File: src/rtl/load_store_unit.sv
`default_nettype none
// ============================================================================
// Module      : load_store_unit
// Description : Turns execute-stage memory requests into word-aligned,
//               byte-strobed valid/ready bus transactions and stalls the core
//               until each completes. Optional watchdog: LSU_TIMEOUT_EN.
// Revision    : 1.0 - initial release
// ============================================================================
module load_store_unit #(
    parameter int XLEN           = 32,
    parameter int STRB_W         = XLEN / 8,
    parameter int TIMEOUT_CYCLES = 256
) (
    input  logic              i_clk,
    input  logic              i_rst,
    input  logic              i_req,
    input  logic              i_we,
    input  logic [2:0]        i_op,
    input  logic [XLEN-1:0]   i_addr,
    input  logic [XLEN-1:0]   i_wdata,
    output logic              o_stall,
    output logic              o_done,
    output logic [XLEN-1:0]   o_rdata,
    output logic              o_fault,
    output logic              o_misaligned,
    output logic              o_bus_avalid,
    input  logic              i_bus_aready,
    output logic [XLEN-1:0]   o_bus_addr,
    output logic              o_bus_we,
    output logic [STRB_W-1:0] o_bus_wstrb,
    output logic [XLEN-1:0]   o_bus_wdata,
    input  logic              i_bus_rvalid,
    input  logic [XLEN-1:0]   i_bus_rdata,
    input  logic              i_bus_err
);

    typedef enum logic [1:0] {
        S_IDLE = 2'd0,
        S_CMD  = 2'd1,
        S_RESP = 2'd2,
        S_DONE = 2'd3
    } state_t;

    state_t             r_state;
    state_t             w_next;
    logic [XLEN-1:0]    r_addr;
    logic [XLEN-1:0]    r_wdata;
    logic [XLEN-1:0]    r_rdata;
    logic [STRB_W-1:0]  r_strb;
    logic               r_we;
    logic               r_fault;
    logic               r_misaligned;
    logic [1:0]         r_size;
    logic [1:0]         r_off;

    logic               w_illegal;
    logic               w_misal;
    logic [STRB_W-1:0]  w_strb;
    logic [XLEN-1:0]    w_wdata;
    logic [XLEN-1:0]    w_ld_shift;
    logic [XLEN-1:0]    w_ld_data;
    logic               w_timeout;
    logic               w_done;

    // Request decode: alignment, lane strobes and replicated store data
    always_comb begin
        w_illegal = 1'b0;
        w_misal   = 1'b0;
        w_strb    = '0;
        w_wdata   = '0;
        case (i_op)
            3'b000, 3'b100: begin
                w_strb  = 4'b0001 << i_addr[1:0];
                w_wdata = {4{i_wdata[7:0]}};
            end
            3'b001, 3'b101: begin
                w_misal = i_addr[0];
                w_strb  = 4'b0011 << i_addr[1:0];
                w_wdata = {2{i_wdata[15:0]}};
            end
            3'b010: begin
                w_misal = |i_addr[1:0];
                w_strb  = 4'b1111;
                w_wdata = i_wdata;
            end
            default: w_illegal = 1'b1;
        endcase
        if (!i_we) begin
            w_strb  = '0;
            w_wdata = '0;
        end
    end

    assign w_ld_shift = i_bus_rdata >> {r_off, 3'b000};

    always_comb begin
        case (r_size)
            2'b00:   w_ld_data = {{(XLEN-8){1'b0}}, w_ld_shift[7:0]};
            2'b01:   w_ld_data = {{(XLEN-16){1'b0}}, w_ld_shift[15:0]};
            default: w_ld_data = w_ld_shift;
        endcase
    end

`ifdef LSU_TIMEOUT_EN
    localparam int CNT_W = $clog2(TIMEOUT_CYCLES + 1);
    logic [CNT_W-1:0] r_cnt;

    assign w_timeout = (r_cnt == CNT_W'(TIMEOUT_CYCLES - 1));

    always_ff @(posedge i_clk) begin
        if (i_rst || (w_next != r_state) ||
            !((r_state == S_CMD) || (r_state == S_RESP))) begin
            r_cnt <= '0;
        end else begin
            r_cnt <= r_cnt + 1'b1;
        end
    end
`else
    assign w_timeout = 1'b0;
`endif

    always_comb begin
        w_next = r_state;
        case (r_state)
            S_IDLE: if (i_req) w_next = (w_illegal || w_misal) ? S_DONE : S_CMD;
            S_CMD: begin
                // A handshake always wins over a same-cycle timeout
                if (i_bus_aready)   w_next = S_RESP;
                else if (w_timeout) w_next = S_DONE;
            end
            S_RESP:  if (i_bus_rvalid || w_timeout) w_next = S_DONE;
            default: w_next = S_IDLE;
        endcase
    end

    always_ff @(posedge i_clk) begin
        if (i_rst) begin
            r_state      <= S_IDLE;
            r_addr       <= '0;
            r_wdata      <= '0;
            r_rdata      <= '0;
            r_strb       <= '0;
            r_we         <= 1'b0;
            r_fault      <= 1'b0;
            r_misaligned <= 1'b0;
            r_size       <= 2'b00;
            r_off        <= 2'b00;
        end else begin
            r_state <= w_next;
            if ((r_state == S_IDLE) && i_req) begin
                if (w_illegal || w_misal) begin
                    r_misaligned <= 1'b1;
                    r_fault      <= 1'b0;
                    r_rdata      <= '0;
                end else begin
                    r_addr  <= {i_addr[XLEN-1:2], 2'b00};
                    r_we    <= i_we;
                    r_strb  <= w_strb;
                    r_wdata <= w_wdata;
                    r_size  <= i_op[1:0];
                    r_off   <= i_addr[1:0];
                end
            end
            if ((r_state == S_RESP) && i_bus_rvalid) begin
                r_fault      <= i_bus_err;
                r_misaligned <= 1'b0;
                r_rdata      <= r_we ? '0 : w_ld_data;
            end else if ((w_next == S_DONE) &&
                         ((r_state == S_CMD) || (r_state == S_RESP))) begin
                r_fault      <= 1'b1;
                r_misaligned <= 1'b0;
                r_rdata      <= '0;
            end
        end
    end

    assign w_done       = (r_state == S_DONE);
    assign o_done       = w_done;
    assign o_stall      = i_req & ~w_done;
    assign o_rdata      = r_rdata;
    assign o_fault      = r_fault & w_done;
    assign o_misaligned = r_misaligned & w_done;
    assign o_bus_avalid = (r_state == S_CMD);
    assign o_bus_addr   = r_addr;
    assign o_bus_we     = r_we;
    assign o_bus_wstrb  = r_strb;
    assign o_bus_wdata  = r_wdata;

endmodule
`default_nettype wire

File: config.mk
export PLATFORM = sky130hd
export DESIGN_NAME = load_store_unit
export DESIGN_NICKNAME = d
export VERILOG_FILES = /design/src/rtl/load_store_unit.sv
export SDC_FILE = /design/constraint.sdc
export NUM_CORES = 1
export LEC_CHECK = 0
export ABC_AREA = 1
export CAP_MARGIN = 20
export CORE_MARGIN = 2
export CORE_UTILIZATION = 56
export CTS_BUF_LIST = sky130_fd_sc_hd__clkbuf_8
export DETAILED_ROUTE_END_ITERATION = 8
export DONT_BUFFER_PORTS = 1
export GPL_TIMING_DRIVEN = 0
export PLACE_DENSITY_LB_ADDON = 0.2
export SKIP_LAST_GASP = 1
export SYNTH_ARGS = -nofsm -noshare
export SYNTH_HDL_FRONTEND = slang
export SYNTH_SLANG_ARGS = --single-unit
File: constraint.sdc
create_clock -name i_clk -period 4.05 [get_ports i_clk]
set_input_delay 0.81 -clock i_clk [delete_from_list [all_inputs] [get_ports i_clk]]
set_output_delay 0.81 -clock i_clk [all_outputs]
set_load 0.005 [all_outputs]
==> impl_metrics.toml <==
[synthesis]
yosysWarnings = 0
synth_seq_cells = 107
synth_top_area_share_pct = 44.6
synth.area.top_cells = "dfxtp_1 45%, nand2_1 18%, a21oi_1 13%"
seq_area_frac_synth_pct = 44.6
syn_inst = 663
avgSynthCellArea_sq_um = 7.24
netlist_area_sq_um = 4800
ys_types = 28
synth_area_leader_cell = "dfxtp_1"

[die]
initial_core_util_pct = 58.1
ioPinCount = 212
core_area_sq_um = 8260
num_rows = 33
die-area_sq_um = 9320
die_x_microns = 96.6
die_h_microns = 96.6

[route]
routed_wl_mm = 14.2
num_vias = 4630
drtPass1Iterations = 5
ant_nets = 0
drt-initial-drc-count = 373
wl_per_cell_microns = 18.1
avgViaCountPerCell = 5.90
drc = 0

[sta]
postLayoutSetupSlackWorst_ns = 1.95
finalMaxSlewViolations = 0
worst_pin_slew_ns = 0.641
period_minus_slack_ns = 2.10
fmax_mhz = 476
max_slew_margin_pct = 57.2
hold_viol = 0
post-route-period-util_pct = 51.9
rsz0062_at_grt = "no"
tns_ns = 0
fin_skew_ns = 0.0153
setup_viol_count_final = 0

[finish]
diodes = 0
drive_gt1_share_pct = 7.94
nFillCells = 791
final_common_cell = "nand2_1"
area_growth_pct = 7.43
nets = 785
final_cell_mix = "230 x nand2_1, 124 x a21oi_1, 107 x dfxtp_1"

[global_route]
antenna_found_initial = 0
grt_remaining_overflow = 0
grt_pass1_vias = 4321
grt_max_degree = 19
grt_pass1_wl_mm = 21.2
track_usage_pct = 29.4

[worst_setup_path]
path_class = "reg2reg"
cp.required_ns = 4.34
cp_max_fo = 9
cp-start-kind = "register"
rr_endpoint = "o_rdata[13]"
cp-startpoint = "r_state[0]"
timing.rr.start = "r_state[0]"
arrival_ns = 2.40
reg2regPathDepth = 8
end_kind = "register"
endpoint = "o_rdata[13]"
ff2ff_setup_slack_ns = 1.95

[clock_network]
clk_path_buf_depth = 2
cts_buffers = 9
cts_tree = "done"
postCtsSetupBuffers = 0
cts_sinks = 107
cts_root_buf = "clkbuf_8"
h-tree-depth = 3
ctsResizeCount = 0
path_clk_slew_ns = 0.11
cts_hold_buf = 0
clkLatencyLatePin_ns = 0.36

[power_and_ir_drop]
p_total_uw = 2660
pwr-share-comb_pct = 26.7
internal_power_uw = 1730
power_density_nw_per_um2 = 516
pwr-share-clk_pct = 27.2
p_sw_share_pct = 35.0
seq_power_share_pct = 46.0
ir_drop_v = 0.000279
leakage_uw = 0.00186
p_sw_uw = 931

[status]
outcome = "finished, final reports clean"

[place]
dp_hpwl_mm = 10.7
globalplace.congestion = 0.978
place_ws_ns = 1.68
io_buffer_count = 0

[job]
cap_violations = 0

[hold_path]
hold_class = "reg2reg"
synthesized netlist by cell type:
cell type and number:
nand2_1 230, a21oi_1 124, dfxtp_1 107, nand3_1 50
inv_1 25, clkbuf_1 23, o211ai_1 17, o21ai_0 17
buf_4 11, nor2_1 11, a32o_1 8, buf_2 6
a211oi_2 4, buf_6 4, ha_1 4, inv_2 4
buf_1 3, nor2_4 3, clkinv_1 2, nand3_2 2
a211oi_1 1, a21boi_2 1, conb_1 1, nand2_2 1
nor3_1 1, nor3_4 1, o22ai_1 1, or2_2 1
registers in the layout, summed over array words and instances (netlist names):
signal,flops
o_bus_wstrb,4
r_state,2
r_misaligned,1
r_off,2
o_rdata,32
r_size,2
o_bus_addr,30
o_bus_wdata,32
o_bus_we,1
r_fault,1
how the worst min path moves through the flow:
stage,start,to,slack [ns],cells after the start
6_report,o_bus_addr[18],o_bus_addr[18],0.49,2
5_1_grt,o_bus_addr[13],o_bus_addr[13],0.51,2
4_1_cts,o_bus_addr[6],o_bus_addr[6],0.49,2
3_5_place_dp,r_size[0],r_size[0],0.47,2
3_3_place_gp,r_size[0],r_size[0],0.47,2
2_1_floorplan,r_size[0],r_size[0],0.45,2
worst max-delay path: stages (launching register included):
cell     delay [ns]
dfxtp_1        0.35
inv_1          0.09
ha_1           0.22
nand2_2        0.13
nor2_4         0.26
inv_2          0.08
a21oi_1        0.52
nand2_1        0.20
a21oi_1        0.17
per-stage QoR:
stage	area, sq um	util, %	hold slack (ns)	instances
final	5150	62.4	0.486	785
after global routing	5150	62.4	0.509	785
after CTS	5150	62.4	0.488	785
after detailed placement	4930	59.7	0.474	769
after global placement	4930	59.7	0.466	769
after floorplan	4800	-	0.455	664
power groups by stage:
| stage | clock network (uW) | logic [uW] | registers (uW) |
|---|---|---|---|
| finish | 725 | 711 | 1220 |
| CTS | 731 | 703 | 1220 |
| global route | 771 | 794 | 1240 |
| global placement | 0 | 674 | 1250 |
| detailed placement | 0 | 701 | 1250 |
| floorplan | 0 | 544 | 1220 |
layout make-up:
| type | instances | area, sq um | area share [%] |
|---|---|---|---|
| Tap cell | 105 | 131 | 2.55 |
| Inverter | 31 | 116 | 2.26 |
| Multi-Input combinational cell | 479 | 2290 | 44.4 |
| Sequential cell | 107 | 2140 | 41.6 |
| Clock inverter | 7 | 97.6 | 1.89 |
| Buffer | 47 | 255 | 4.95 |
| Clock buffer | 9 | 124 | 2.40 |
logic make-up (layout without fill, tap and decap cells):
| logic type | after synthesis | count (layout) | share of synthesized area (%) |
|---|---|---|---|
| adders and majority gates | 4 | 4 | 1.04 |
| other | 1 | 2 | 0.0782 |
| AOI/OAI and AO/OA | 173 | 173 | 20.6 |
| and+or+nand+nor | 300 | 300 | 25.9 |
| DFF | 107 | 107 | 44.6 |
| buffers and inverters | 78 | 94 | 7.74 |
layer usage:
metal,wire length [microns],vias up,GRT usage [%]
met3,1670,32,10.2
li1,-,2213,-
met2,6710,254,50.0
met4,395,0,9.51
met1,5450,2131,34.9
met5,0,-,0
Power figures use the tool's default switching activity.
